## src/rtl/intdiv_sd_pkg.sv

```systemverilog
// Shared definitions for the signed-digit (SD2) divider datapath.
// Holds the digit codes and a digit-to-integer helper.
package intdiv_sd_pkg;

   localparam logic [1:0] SD_NEG1   = 2'b11;
   localparam logic [1:0] SD_ZERO   = 2'b00;
   localparam logic [1:0] SD_POS1_1 = 2'b01;
   localparam logic [1:0] SD_POS1_2 = 2'b10;

   function automatic int sd2_to_int(input logic [1:0] d);
      case (d)
         SD_NEG1: return -1;
         SD_ZERO: return 0;
         default: return 1;
      endcase
   endfunction

endpackage

```

## src/rtl/intdiv_sd_digit_sub.sv

```systemverilog
// One SD2-minus-binary digit cell: m - s = sum - 2*tr.
// Both +1 codes are accepted on the minuend digit.
module intdiv_sd_digit_sub
   import intdiv_sd_pkg::*;
(
   input  logic [1:0] min_i,
   input  logic       sub_i,
   output logic       sum_o,
   output logic       tr_o
);

   logic is_neg;
   logic is_zero;
   logic is_pos;

   assign is_neg  = (min_i == SD_NEG1);
   assign is_zero = (min_i == SD_ZERO);
   assign is_pos  = (min_i == SD_POS1_1) | (min_i == SD_POS1_2);

   assign tr_o  = is_neg | (is_zero & sub_i);
   assign sum_o = ((is_neg | is_pos) & ~sub_i) | (is_zero & sub_i);

endmodule

```

## src/rtl/intdiv_sd_sub_pipe.sv

```systemverilog
// Full-width carry-free SD2 minus binary subtractor, two-stage
// valid/ready pipeline producing SD2 digits, borrow, sign and zero.
module intdiv_sd_sub_pipe
   import intdiv_sd_pkg::*;
#(
   parameter int N     = 4,
   parameter int TAG_W = 4
) (
   input  logic             clk,
   input  logic             rst,
   input  logic             in_valid,
   output logic             in_ready,
   input  logic [2*N-1:0]   in_min,
   input  logic [N-1:0]     in_sub,
   input  logic [TAG_W-1:0] in_tag,
   output logic             out_valid,
   input  logic             out_ready,
   output logic [2*N-1:0]   out_diff,
   output logic             out_borrow,
   output logic             out_neg,
   output logic             out_zero,
   output logic [TAG_W-1:0] out_tag
);

   logic [N-1:0]     sum_w;
   logic [N-1:0]     tr_w;

   logic             s1_vld_q;
   logic [N-1:0]     s1_sum_q;
   logic [N-1:0]     s1_tr_q;
   logic [TAG_W-1:0] s1_tag_q;

   logic             out_vld_q;
   logic [2*N-1:0]   diff_q;
   logic             borrow_q;
   logic             neg_q;
   logic             zero_q;
   logic [TAG_W-1:0] tag_q;

   logic [2*N-1:0]   diff_d;
   logic             borrow_d;
   logic             neg_d;
   logic             zero_d;
   logic [N-1:0]     tr_prev;
   logic             found;
   logic             msb_neg;

   logic             s1_adv;
   logic             s2_adv;

   assign s2_adv   = ~out_vld_q | out_ready;
   assign s1_adv   = ~s1_vld_q | s2_adv;
   assign in_ready = s1_adv;

   for (genvar g = 0; g < N; g++) begin : g_dig
      intdiv_sd_digit_sub u_dig (
         .min_i (in_min[2*g +: 2]),
         .sub_i (in_sub[g]),
         .sum_o (sum_w[g]),
         .tr_o  (tr_w[g])
      );
   end

   always_ff @(posedge clk or posedge rst) begin
      if (rst) begin
         s1_vld_q <= 1'b0;
         s1_sum_q <= '0;
         s1_tr_q  <= '0;
         s1_tag_q <= '0;
      end else if (s1_adv) begin
         s1_vld_q <= in_valid;
         if (in_valid) begin
            s1_sum_q <= sum_w;
            s1_tr_q  <= tr_w;
            s1_tag_q <= in_tag;
         end
      end
   end

   // Digit i absorbs the transfer coming up from digit i-1.
   assign tr_prev  = {s1_tr_q[N-2:0], 1'b0};
   assign borrow_d = s1_tr_q[N-1];

   always_comb begin
      diff_d  = '0;
      found   = 1'b0;
      msb_neg = 1'b0;
      for (int i = 0; i < N; i++) begin
         case ({s1_sum_q[i], tr_prev[i]})
            2'b10:   diff_d[2*i +: 2] = SD_POS1_1;
            2'b01:   diff_d[2*i +: 2] = SD_NEG1;
            default: diff_d[2*i +: 2] = SD_ZERO;
         endcase
      end
      for (int i = N - 1; i >= 0; i--) begin
         if (!found && diff_d[2*i +: 2] != SD_ZERO) begin
            found   = 1'b1;
            msb_neg = (diff_d[2*i +: 2] == SD_NEG1);
         end
      end
      neg_d  = borrow_d | msb_neg;
      zero_d = ~borrow_d & ~found;
   end

   always_ff @(posedge clk or posedge rst) begin
      if (rst) begin
         out_vld_q <= 1'b0;
         diff_q    <= '0;
         borrow_q  <= 1'b0;
         neg_q     <= 1'b0;
         zero_q    <= 1'b0;
         tag_q     <= '0;
      end else if (s2_adv) begin
         out_vld_q <= s1_vld_q;
         if (s1_vld_q) begin
            diff_q   <= diff_d;
            borrow_q <= borrow_d;
            neg_q    <= neg_d;
            zero_q   <= zero_d;
            tag_q    <= s1_tag_q;
         end
      end
   end

   assign out_valid  = out_vld_q;
   assign out_diff   = diff_q;
   assign out_borrow = borrow_q;
   assign out_neg    = neg_q;
   assign out_zero   = zero_q;
   assign out_tag    = tag_q;

endmodule

```

## config.mk

```make
export PLATFORM = sky130hd
export DESIGN_NAME = intdiv_sd_sub_pipe
export DESIGN_NICKNAME = d
export VERILOG_FILES = /design/src/rtl/intdiv_sd_pkg.sv /design/src/rtl/intdiv_sd_digit_sub.sv /design/src/rtl/intdiv_sd_sub_pipe.sv
export SDC_FILE = /design/constraint.sdc
export NUM_CORES = 1
export LEC_CHECK = 0
export BUFFER_PORTS_ARGS = -buffer_cell sky130_fd_sc_hd__buf_2
export CORE_MARGIN = 8
export CORE_UTILIZATION = 35
export CTS_CLUSTER_DIAMETER = 200
export DETAILED_ROUTE_END_ITERATION = 8
export GPL_TIMING_DRIVEN = 0
export PLACE_DENSITY = 0.68
export SYNTH_ARGS = -nofsm -noshare
export SYNTH_HDL_FRONTEND = slang
export SYNTH_SLANG_ARGS = --single-unit
```

## constraint.sdc

```tcl
create_clock -name clk -period 1.5 [get_ports clk]
set_input_delay 0.3 -clock clk [delete_from_list [all_inputs] [get_ports clk]]
set_output_delay 0.3 -clock clk [all_outputs]
set_load 0.005 [all_outputs]
```

==> metrics.yaml, run 1 <==
outcome:
  outcome: "finished, final reports clean"
layout:
  fin_cells: 196
  antenna_cells: 0
  areaGrowthSynthToFinish_pct: 24.0
  final_layout_size_suffix_gt1_share_pct: 42.6
  fin_nets: 172
synthesis:
  synth_cells: 109
  seq_area_frac_synth_pct: 53.4
  synth_top_area_share_pct: 53.4
  syn_avg_cell_area_um2: 12.0
  synth_area_leader_cell: "dfrtp_1"
  yosysWarnings: 0
  synth_top_family_by_area: "multiplexers"
  synth_xor_area_share_pct: 2.67
  syn-num-nets: 132
  yosys.area_share.adder_pct: 2.86
  synth_area_mm2: 0.00131
  synth_cell_type_count: 23
  synth-simple-area-share_pct: 12.3
  synthMuxAreaShare_pct: 14.5
  ys_top_cells_by_area: "dfrtp_1, mux2_4, o21ai_0"
  synth_seq_cells: 28
  synth_compound_area_share_pct: 8.87
floorplan:
  start_util_pct: 36.1
  ios: 37
  die_h_um: 77.2
  dieWidth_um: 77.2
  core_mm2: 0.00363
  num_rows: 22
  dieArea_mm2: 0.00597
setup_path:
  path_max_fanout: 3
  worstPathRequired_ps: 1660
  setup.worst_path.class: "flip-flop to flip-flop"
  cp_top_family: "flip-flops"
  reg2reg_to: "out_neg$_DFFE_PP0P_"
  critPathLaunch: "s1_tr_q[0]$_DFFE_PP0P_"
  cp_slowest_cell: "dfrtp_1"
  max_stage_delay_ps: 430
  worstPathCellList: "ha_4 > nand2b_1 > mux2i_1 > a21oi_1 > o31a_1"
  cp-start-kind: "flip-flop"
  ff2ff_path_depth: 5
  crit_path_end_kind: "flip-flop"
  worst_ep_arrival_time_ps: 1630
  reg2reg_slack_ps: 40
  worstReg2RegStart: "s1_tr_q[0]$_DFFE_PP0P_"
  crit_buf_inv: 0
placed_design:
  dp_hpwl_um: 1950
  dp.cells: 192
  numPortBuffers: 35
  gp_congestion: 0.725
pwr:
  powerDensity_mw_per_mm2: 1220
  p_leak_nw: 0.832
  ir_worst_vdd_uv: 394
min_path:
  min_from: "in_valid"
  whs_path_depth: 2
  whs_endpoint: "s1_vld_q$_DFFE_PP0P_"
  hold_path.class: "input pin to flip-flop"
clocking:
  clk_path_buf_depth: 2
  ctsResizeCount: 0
  clk-insertion-delay-late_ps: 270
  cts-root-buf: "clkbuf_8"
  clkSinkCount: 28
  htreeDepth: 1
  cts_buffers: 3
  cts_tree: "built"
  postCtsHoldBufs: 0
  path_clk_slew_ps: 90
  cts_setup_buffers: 0
drt:
  wl_um: 2540
  via_per_inst: 4.40
  wl_met2_um: 1240
  final_antenna_net_count: 0
  dr.pass1.iters: 4
  drt_iter0_drc: 24
  drc_errors: 0
  num_vias: 862
  m1WireLength_um: 1090
  met3_length_um: 151
  top_layer: "met4"
  wl_per_cell_um: 13.0
timing:
  clock_skew_ps: 3.64
  tns_ps: 0
  finalSetupViolCount: 0
  drv_slew: 0
  worst_pin_slew_ps: 1040
  max_freq_mhz: 685
  period_minus_slack_ps: 1460
  finalHoldViolations: 0
  relSlewSlack_pct: 30.6
  finalCritPeriodShare_pct: 97.4
grt:
  track_usage_pct: 8.57
  grt_pass1_wl_um: 4220
  grt_pass1_vias: 971
  grt_max_degree: 29
  grt-ovfl-total: 0
  antenna_found_initial: 0
run:
  max-cap-violations: 0
==> per-stage QoR <==
step	setup slack, ps	hold WS (ps)	power, mW	cell area [um2]	util, %
after detailed placement	35.3	468	1.53	1550	42.6
after global routing	-11.4	240	2.10	1630	44.8
after CTS	8.79	231	1.99	1600	44.1
final	39.2	236	1.98	1630	44.8
after global placement	39.7	463	1.50	1550	42.6
after floorplan	145	365	1.32	1310	-
==> where the power goes <==
part / leakage [nW] / switching, mW / total [mW] / internal (mW)
combinational: 0.461 / 0.229 / 0.534 / 0.305
clock: 0.0288 / 0.218 / 0.453 / 0.235
sequential: 0.342 / 0.0911 / 0.992 / 0.901
==> kinds of logic after synthesis <==
kind of cell	count (synthesis)
AND/OR/NAND/NOR	30
other	1
buffers and inverters	10
multiplexers	13
XOR/XNOR	4
flip-flops	28
adder cells (fa/ha/maj)	3
AO/OA/AOI/OAI	20
==> area by class of cell <==
cell class / count / area, um2
buffer: 5 / 48.8
clock buffer: 4 / 55.1
fill: 353 / 2010
inverter: 5 / 18.8
multi-input combinational: 71 / 569
sequential: 28 / 701
tap: 48 / 60.1
timing repair buffer: 35 / 175
==> synth_stat cells <==
master / number
a21oi_1: 5
and2_1: 4
buf_4: 2
buf_6: 3
conb_1: 1
dfrtp_1: 28
ha_1: 3
inv_1: 5
mux2_4: 12
mux2i_1: 1
nand2_1: 13
nand2_2: 2
nand2b_1: 3
nand2b_2: 1
nand3_1: 1
nand3b_4: 1
nor2_1: 4
o21ai_0: 12
o22ai_1: 1
o31a_1: 1
o41ai_2: 1
or2b_1: 1
xor2_1: 4
==> state kept, by name, indices dropped and copies added, names as in the netlist <==
name	count
s1_tr_q	4
out_valid	1
s1_sum_q	4
s1_tag_q	4
s1_vld_q	1
out_borrow	1
out_neg	1
out_diff	7
out_tag	4
out_zero	1
==> placed cells by master, fill, tap and decap left out, types with 2 or more instances in the layout <==
cell      Yosys  routed
a21oi_1       5       5
and2_1        4       4
buf_2         0      35
buf_4         2       2
buf_6         3       3
clkbuf_8      0       4
dfrtp_1      28      28
ha_4          0       2
inv_1         5       5
mux2_4       12      12
nand2_1      13      13
nand2_2       2       2
nand2b_1      3       3
nor2_1        4       4
o21ai_0      12      12
xor2_1        4       4
==> how the worst max path moves through the flow <==
stage                                     end  slack [ps]  cells after the start
after floorplan           out_neg$_DFFE_PP0P_         150                      6
after global placement    out_neg$_DFFE_PP0P_          40                      6
after detailed placement  out_neg$_DFFE_PP0P_          40                      6
after CTS                 out_neg$_DFFE_PP0P_           9                      5
after global routing      out_neg$_DFFE_PP0P_         -10                      5
final                     out_neg$_DFFE_PP0P_          40                      5
==> worst register-to-register path: cells and delay by family (launching register included) <==
| family | cells | cell delay (ps) |
|---|---|---|
| DFF | 1 | 430 |
| AOI/OAI and AO/OA | 2 | 320 |
| adders and majority gates | 1 | 300 |
| muxes | 1 | 190 |
| and+or+nand+nor | 1 | 110 |
==> metal layers <==
layer | up-vias | global-route usage, %
met5 | - | 0
li1 | 439 | -
met1 | 391 | 9.21
met3 | 5 | 2.10
met2 | 27 | 14.6
met4 | 0 | 5.66
(Power assumes the default switching activity.)
==> inputs of run 2 (changes only) <==
CTS_CLUSTER_SIZE = 24   (was default)
clock period = 1.45 ns   (was 1.5 ns; I/O delays follow)
==> run 2 against run 1 <==
Compared with the run above: count of clock-buffer cells in the layout did not move; combinational power rose by 9.4%; critical path depth stayed put; clock power grew 4.6%; register-to-register slack got worse by 30 ps; total power increased by 5.3%; fmax is 1.5% higher; non-clock buffer count grew 1; final area grew 0.92%; routed wire length rose by 1.2%; via count rose by 1.7%; largest power group unchanged.
==> metrics.yaml, run 2 (synthesis results as in run 1) <==
clocking:
  path_clk_slew_ps: 90
  clk_path_buf_depth: 2
  clkSinkCount: 28
  clk-insertion-delay-late_ps: 270
  cts_buffers: 3
  cts-root-buf: "clkbuf_8"
  htreeDepth: 1
  postCtsHoldBufs: 0
  cts_tree: "built"
timing:
  grt_setup_unrepaired: "yes"
  max_freq_mhz: 695
  finalHoldViolations: 0
  finalSetupViolCount: 0
  finalCritPeriodShare_pct: 99.3
  clock_skew_ps: 3.53
  setup_ws_ps: 10.4
  drv_slew: 0
  tns_ps: 0
  worst_pin_slew_ps: 1040
  period_minus_slack_ps: 1440
  relSlewSlack_pct: 30.7
grt:
  grt-ovfl-total: 0
  met2_usage_pct: 15.2
  grtUsageMet3_pct: 2.10
  grtUsageMet1_pct: 9.83
  grt.busiest_layer: "met2"
  antenna_found_initial: 0
  grt_pass1_wl_um: 4400
  track_usage_pct: 8.99
  grt_pass1_vias: 999
  grt_max_degree: 29
setup_path:
  reg2reg_to: "out_neg$_DFFE_PP0P_"
  reg2reg_slack_ps: 10
  cp_slowest_cell: "dfrtp_1"
  worstPathRequired_ps: 1620
  max_stage_delay_ps: 430
  worst_ep_arrival_time_ps: 1610
  worstReg2RegStart: "s1_tr_q[0]$_DFFE_PP0P_"
  setup.worst_path.class: "flip-flop to flip-flop"
  worstPathCellList: "ha_4 > nand2b_4 > mux2i_1 > a21oi_1 > o31a_1"
  cp-start-kind: "flip-flop"
  path_max_fanout: 3
  ff2ff_path_depth: 5
  crit_path_end_kind: "flip-flop"
drt:
  num_vias: 877
  drt_iter0_drc: 29
  wl_um: 2570
  dr.pass1.iters: 4
  drc_errors: 0
  final_antenna_net_count: 0
  wl_per_cell_um: 13.1
  via_per_inst: 4.45
layout:
  layout_commonest_cell: "buf_2"
  final_layout_size_suffix_gt1_share_pct: 43.6
  antenna_cells: 0
  largest_reg_flops: 7
  fin_nets: 173
  final_cell_area_mm2: 0.00164
  final_cell_mix: "buf_2, dfrtp_1, nand2_1, mux2_4, o21ai_0"
  fin_util_pct: 45.2
  areaGrowthSynthToFinish_pct: 25.2
floorplan:
  dieArea_mm2: 0.00597
  core_mm2: 0.00363
  num_rows: 22
  die_h_um: 77.2
  ios: 37
  dieWidth_um: 77.2
  start_util_pct: 36.1
placed_design:
  place_area_mm2: 0.00155
  place_ws_ps: -14.7
  gp_congestion: 0.725
  dp_hpwl_um: 1950
  numPortBuffers: 35
pwr:
  p_leak_nw: 0.843
  ir_worst_vdd_uv: 410
  powerDensity_mw_per_mm2: 1270
run:
  max-cap-violations: 0
min_path:
  hold_path.class: "input pin to flip-flop"
  min_from: "in_valid"
  whs_path_depth: 2
  whs_endpoint: "s1_vld_q$_DFFE_PP0P_"
outcome:
  outcome: "finished, final reports clean"
run 2: cell types whose count changed in the layout (fill, tap and decap cells not counted), sizes merged:
cell | previous run | this run
buf | 40 | 41
run 2: worst max path at each step:
stage / start / to / slack [ps] / depth (start not counted)
global placement: s1_sum_q[1]$_DFFE_PP0P_ / out_neg$_DFFE_PP0P_ / -10 / 6
CTS: s1_tr_q[0]$_DFFE_PP0P_ / out_neg$_DFFE_PP0P_ / 7 / 5
finish: s1_tr_q[0]$_DFFE_PP0P_ / out_neg$_DFFE_PP0P_ / 10 / 5
floorplan: s1_sum_q[1]$_DFFE_PP0P_ / out_neg$_DFFE_PP0P_ / 100 / 6
global route: s1_tr_q[0]$_DFFE_PP0P_ / out_neg$_DFFE_PP0P_ / -50 / 5
detailed placement: s1_sum_q[1]$_DFFE_PP0P_ / out_neg$_DFFE_PP0P_ / -10 / 6
run 2: metal layers:
| metal | up-vias | routed length (um) |
|---|---|---|
| met5 | - | 0 |
| met4 | 0 | 63 |
| met3 | 5 | 154 |
| met2 | 27 | 1230 |
| met1 | 403 | 1120 |
| li1 | 442 | - |
run 2: worst max-delay path: cells and delay by family, from the launching register on:
| kind | cells | cell delay [ps] |
|---|---|---|
| compound gates | 2 | 310 |
| fa+ha+maj | 1 | 290 |
| simple gates | 1 | 120 |
| flops | 1 | 430 |
| mux | 1 | 180 |
run 2: where the power goes:
group / internal [mW] / switching (mW)
clock: 0.243 / 0.231
combinational: 0.338 / 0.246
sequential: 0.932 / 0.0943
run 2: area by class of cell:
| cell class | instances | area [um2] |
|---|---|---|
| tap | 48 | 60.1 |
| fill | 352 | 1990 |
| clock buffer | 4 | 55.1 |
| buffer | 5 | 48.8 |
| multi-input combinational | 71 | 577 |
| timing repair buffer | 36 | 183 |
| sequential | 28 | 701 |
| inverter | 5 | 18.8 |
run 2: per-stage QoR:
stage | power (mW) | hold slack (ps) | instances
final | 2.08 | 224 | 197
after global routing | 2.21 | 227 | 197
after CTS | 2.11 | 221 | 197
after detailed placement | 1.58 | 468 | 192
after global placement | 1.55 | 463 | 192
after floorplan | 1.36 | 355 | 109
run 2: what timing repair did:
| item | CTS | global route |
|---|---|---|
| pin swaps | 1 | 2 |
| resized for setup | 3 | 0 |
| gates cloned | 0 | 0 |
| setup buffers | 1 | 0 |
| endpoints found under the setup margin | 1 | 1 |
==> inputs of run 3 (changes only) <==
BUFFER_PORTS_ARGS = -buffer_cell sky130_fd_sc_hd__buf_4   (was -buffer_cell sky130_fd_sc_hd__buf_2)
CAP_MARGIN = 10   (was default)
==> run 3 against run 2 <==
Compared with the run above: the run now ends with setup timing left; cell count is 0.51% higher; routed wire length is 2.3% higher; critical path depth stayed put; first-iteration DRC count is 6.9% higher; setup slack worse by 48 ps; combinational power is 15% higher; sequential power hardly changed; global-route usage hardly changed; die area stayed put; clock skew is 1.3 ps lower; flip-flop and latch count stayed put; largest power group unchanged.
==> metrics.yaml, run 3 (synthesis results as in run 1) <==
outcome:
  outcome: "finished with violations"
  violations: "setup timing"
layout:
  antenna_cells: 0
  final_layout_size_suffix_gt1_share_pct: 45.3
  fin_util_pct: 47.9
  fill_cells: 340
  layout_commonest_cell: "buf_4"
  final_cell_area_mm2: 0.00174
  largest_reg_flops: 7
  areaGrowthSynthToFinish_pct: 32.7
  fin_nets: 174
  final_cell_mix: "buf_4, dfrtp_1, nand2_1, mux2_4, o21ai_0"
clocking:
  clk_path_buf_depth: 2
  cts-root-buf: "clkbuf_8"
  htreeDepth: 1
  clkSinkCount: 28
  path_clk_slew_ps: 90
  cts_buffers: 3
  clk-insertion-delay-late_ps: 270
  postCtsHoldBufs: 0
  cts_tree: "built"
drt:
  wl_um: 2630
  dr.pass1.iters: 4
  drt_iter0_drc: 31
  final_antenna_net_count: 0
  num_vias: 901
  drc_errors: 0
  via_per_inst: 4.55
  wl_per_cell_um: 13.3
timing:
  max_freq_mhz: 672
  finalHoldViolations: 0
  period_minus_slack_ps: 1490
  drv_slew: 0
  clock_skew_ps: 2.21
  setup_ws_ps: -37.4
  finalSetupViolCount: 1
  worst_pin_slew_ps: 1030
  relSlewSlack_pct: 31.3
  finalCritPeriodShare_pct: 103
  grt_setup_unrepaired: "yes"
floorplan:
  core_mm2: 0.00363
  ios: 37
  start_util_pct: 36.1
  die_h_um: 77.2
  dieArea_mm2: 0.00597
  num_rows: 22
  dieWidth_um: 77.2
setup_path:
  crit_path_end_kind: "flip-flop"
  worstReg2RegStart: "s1_tr_q[0]$_DFFE_PP0P_"
  endpoint: "out_neg$_DFFE_PP0P_"
  cp.depth: 5
  crit_buf_inv: 0
  cp_slowest_cell: "dfrtp_1"
  path_max_fanout: 3
  critPathLaunch: "s1_tr_q[0]$_DFFE_PP0P_"
  reg2reg_to: "out_neg$_DFFE_PP0P_"
  reg2reg_slack_ps: -40
  ff2ff_path_depth: 5
  worstPathRequired_ps: 1610
  max_stage_delay_ps: 420
  setup.worst_path.class: "flip-flop to flip-flop"
  cp_top_family: "flip-flops"
  worst_ep_arrival_time_ps: 1650
  worstPathCellList: "ha_4 > nand2b_4 > mux2i_2 > a21oi_1 > o31a_1"
  cp-start-kind: "flip-flop"
grt:
  antenna_found_initial: 0
  grt_max_degree: 29
  grt-ovfl-total: 0
  track_usage_pct: 8.95
  grt_pass1_vias: 986
  grt_pass1_wl_um: 4390
pwr:
  ir_worst_vdd_uv: 440
  power_mw: 2.18
  p_leak_nw: 0.870
  powerDensity_mw_per_mm2: 1250
placed_design:
  numPortBuffers: 35
  gp_congestion: 0.741
  place_area_mm2: 0.00164
  dp_hpwl_um: 2030
  place_ws_ps: -44.9
min_path:
  hold_path.class: "input pin to flip-flop"
run:
  max-cap-violations: 0
run 3: changes by cell type in the layout (fill, tap and decap cells not counted):
cell,previous run,this run
inv_1,5,4
mux2i_2,0,1
buf_2,35,0
mux2i_1,1,0
inv_2,0,1
buf_4,3,39
run 3: timing repair:
action | 4_1_cts | 5_1_grt
resized for setup | 4 | 1
pin swaps | 2 | 2
setup buffers | 2 | 0
setup endpoints to repair | 1 | 1
hold endpoints to repair | 0 | 0
run 3: layout make-up:
class / count / area [um2] / share of cell area [%]
timing repair buffer: 37 / 278 / 15.9
buffer: 5 / 48.8 / 2.80
inverter: 5 / 18.8 / 1.08
tap: 48 / 60.1 / 3.45
sequential: 28 / 701 / 40.2
clock buffer: 4 / 55.1 / 3.16
multi-input combinational: 71 / 581 / 33.3
run 3: power breakdown:
group | switching [mW] | total [mW] | internal (mW)
combinational | 0.254 | 0.669 | 0.415
clock | 0.234 | 0.477 | 0.243
sequential | 0.101 | 1.03 | 0.933
total | 0.589 | 2.18 | 1.59
run 3: worst min-delay path by stage:
| stage | from | to | slack [ps] | depth (start not counted) |
|---|---|---|---|---|
| 6_report | in_valid | s1_vld_q$_DFFE_PP0P_ | 210 | 2 |
| 3_5_place_dp | out_diff[2]$_DFFE_PP0P_ | out_diff[2]$_DFFE_PP0P_ | 480 | 2 |
| 4_1_cts | in_valid | s1_vld_q$_DFFE_PP0P_ | 210 | 2 |
| 5_1_grt | in_valid | s1_vld_q$_DFFE_PP0P_ | 210 | 2 |
| 2_1_floorplan | rst | out_borrow$_DFFE_PP0P_ | 360 | 1 |
| 3_3_place_gp | s1_sum_q[2]$_DFFE_PP0P_ | s1_sum_q[2]$_DFFE_PP0P_ | 470 | 2 |
run 3: through the flow:
step	setup TNS (ps)	instances	hold WS (ps)
6_report	-37.4	198	215
5_1_grt	-101	198	213
4_1_cts	0	198	213
3_5_place_dp	-44.9	192	477
3_3_place_gp	-9.33	192	469
2_1_floorplan	0	109	355
run 3: per-layer routing:
| layer | global-route usage, % | wire (um) | share of wire [%] | vias to the layer above |
|---|---|---|---|---|
| met5 | 0 | 0 | 0 | - |
| met4 | 4.53 | 55 | 2.1 | 0 |
| met3 | 2.21 | 165 | 6.3 | 5 |
| met2 | 15.9 | 1280 | 49 | 27 |
| met1 | 9.52 | 1130 | 43 | 426 |
| li1 | - | - | - | 443 |
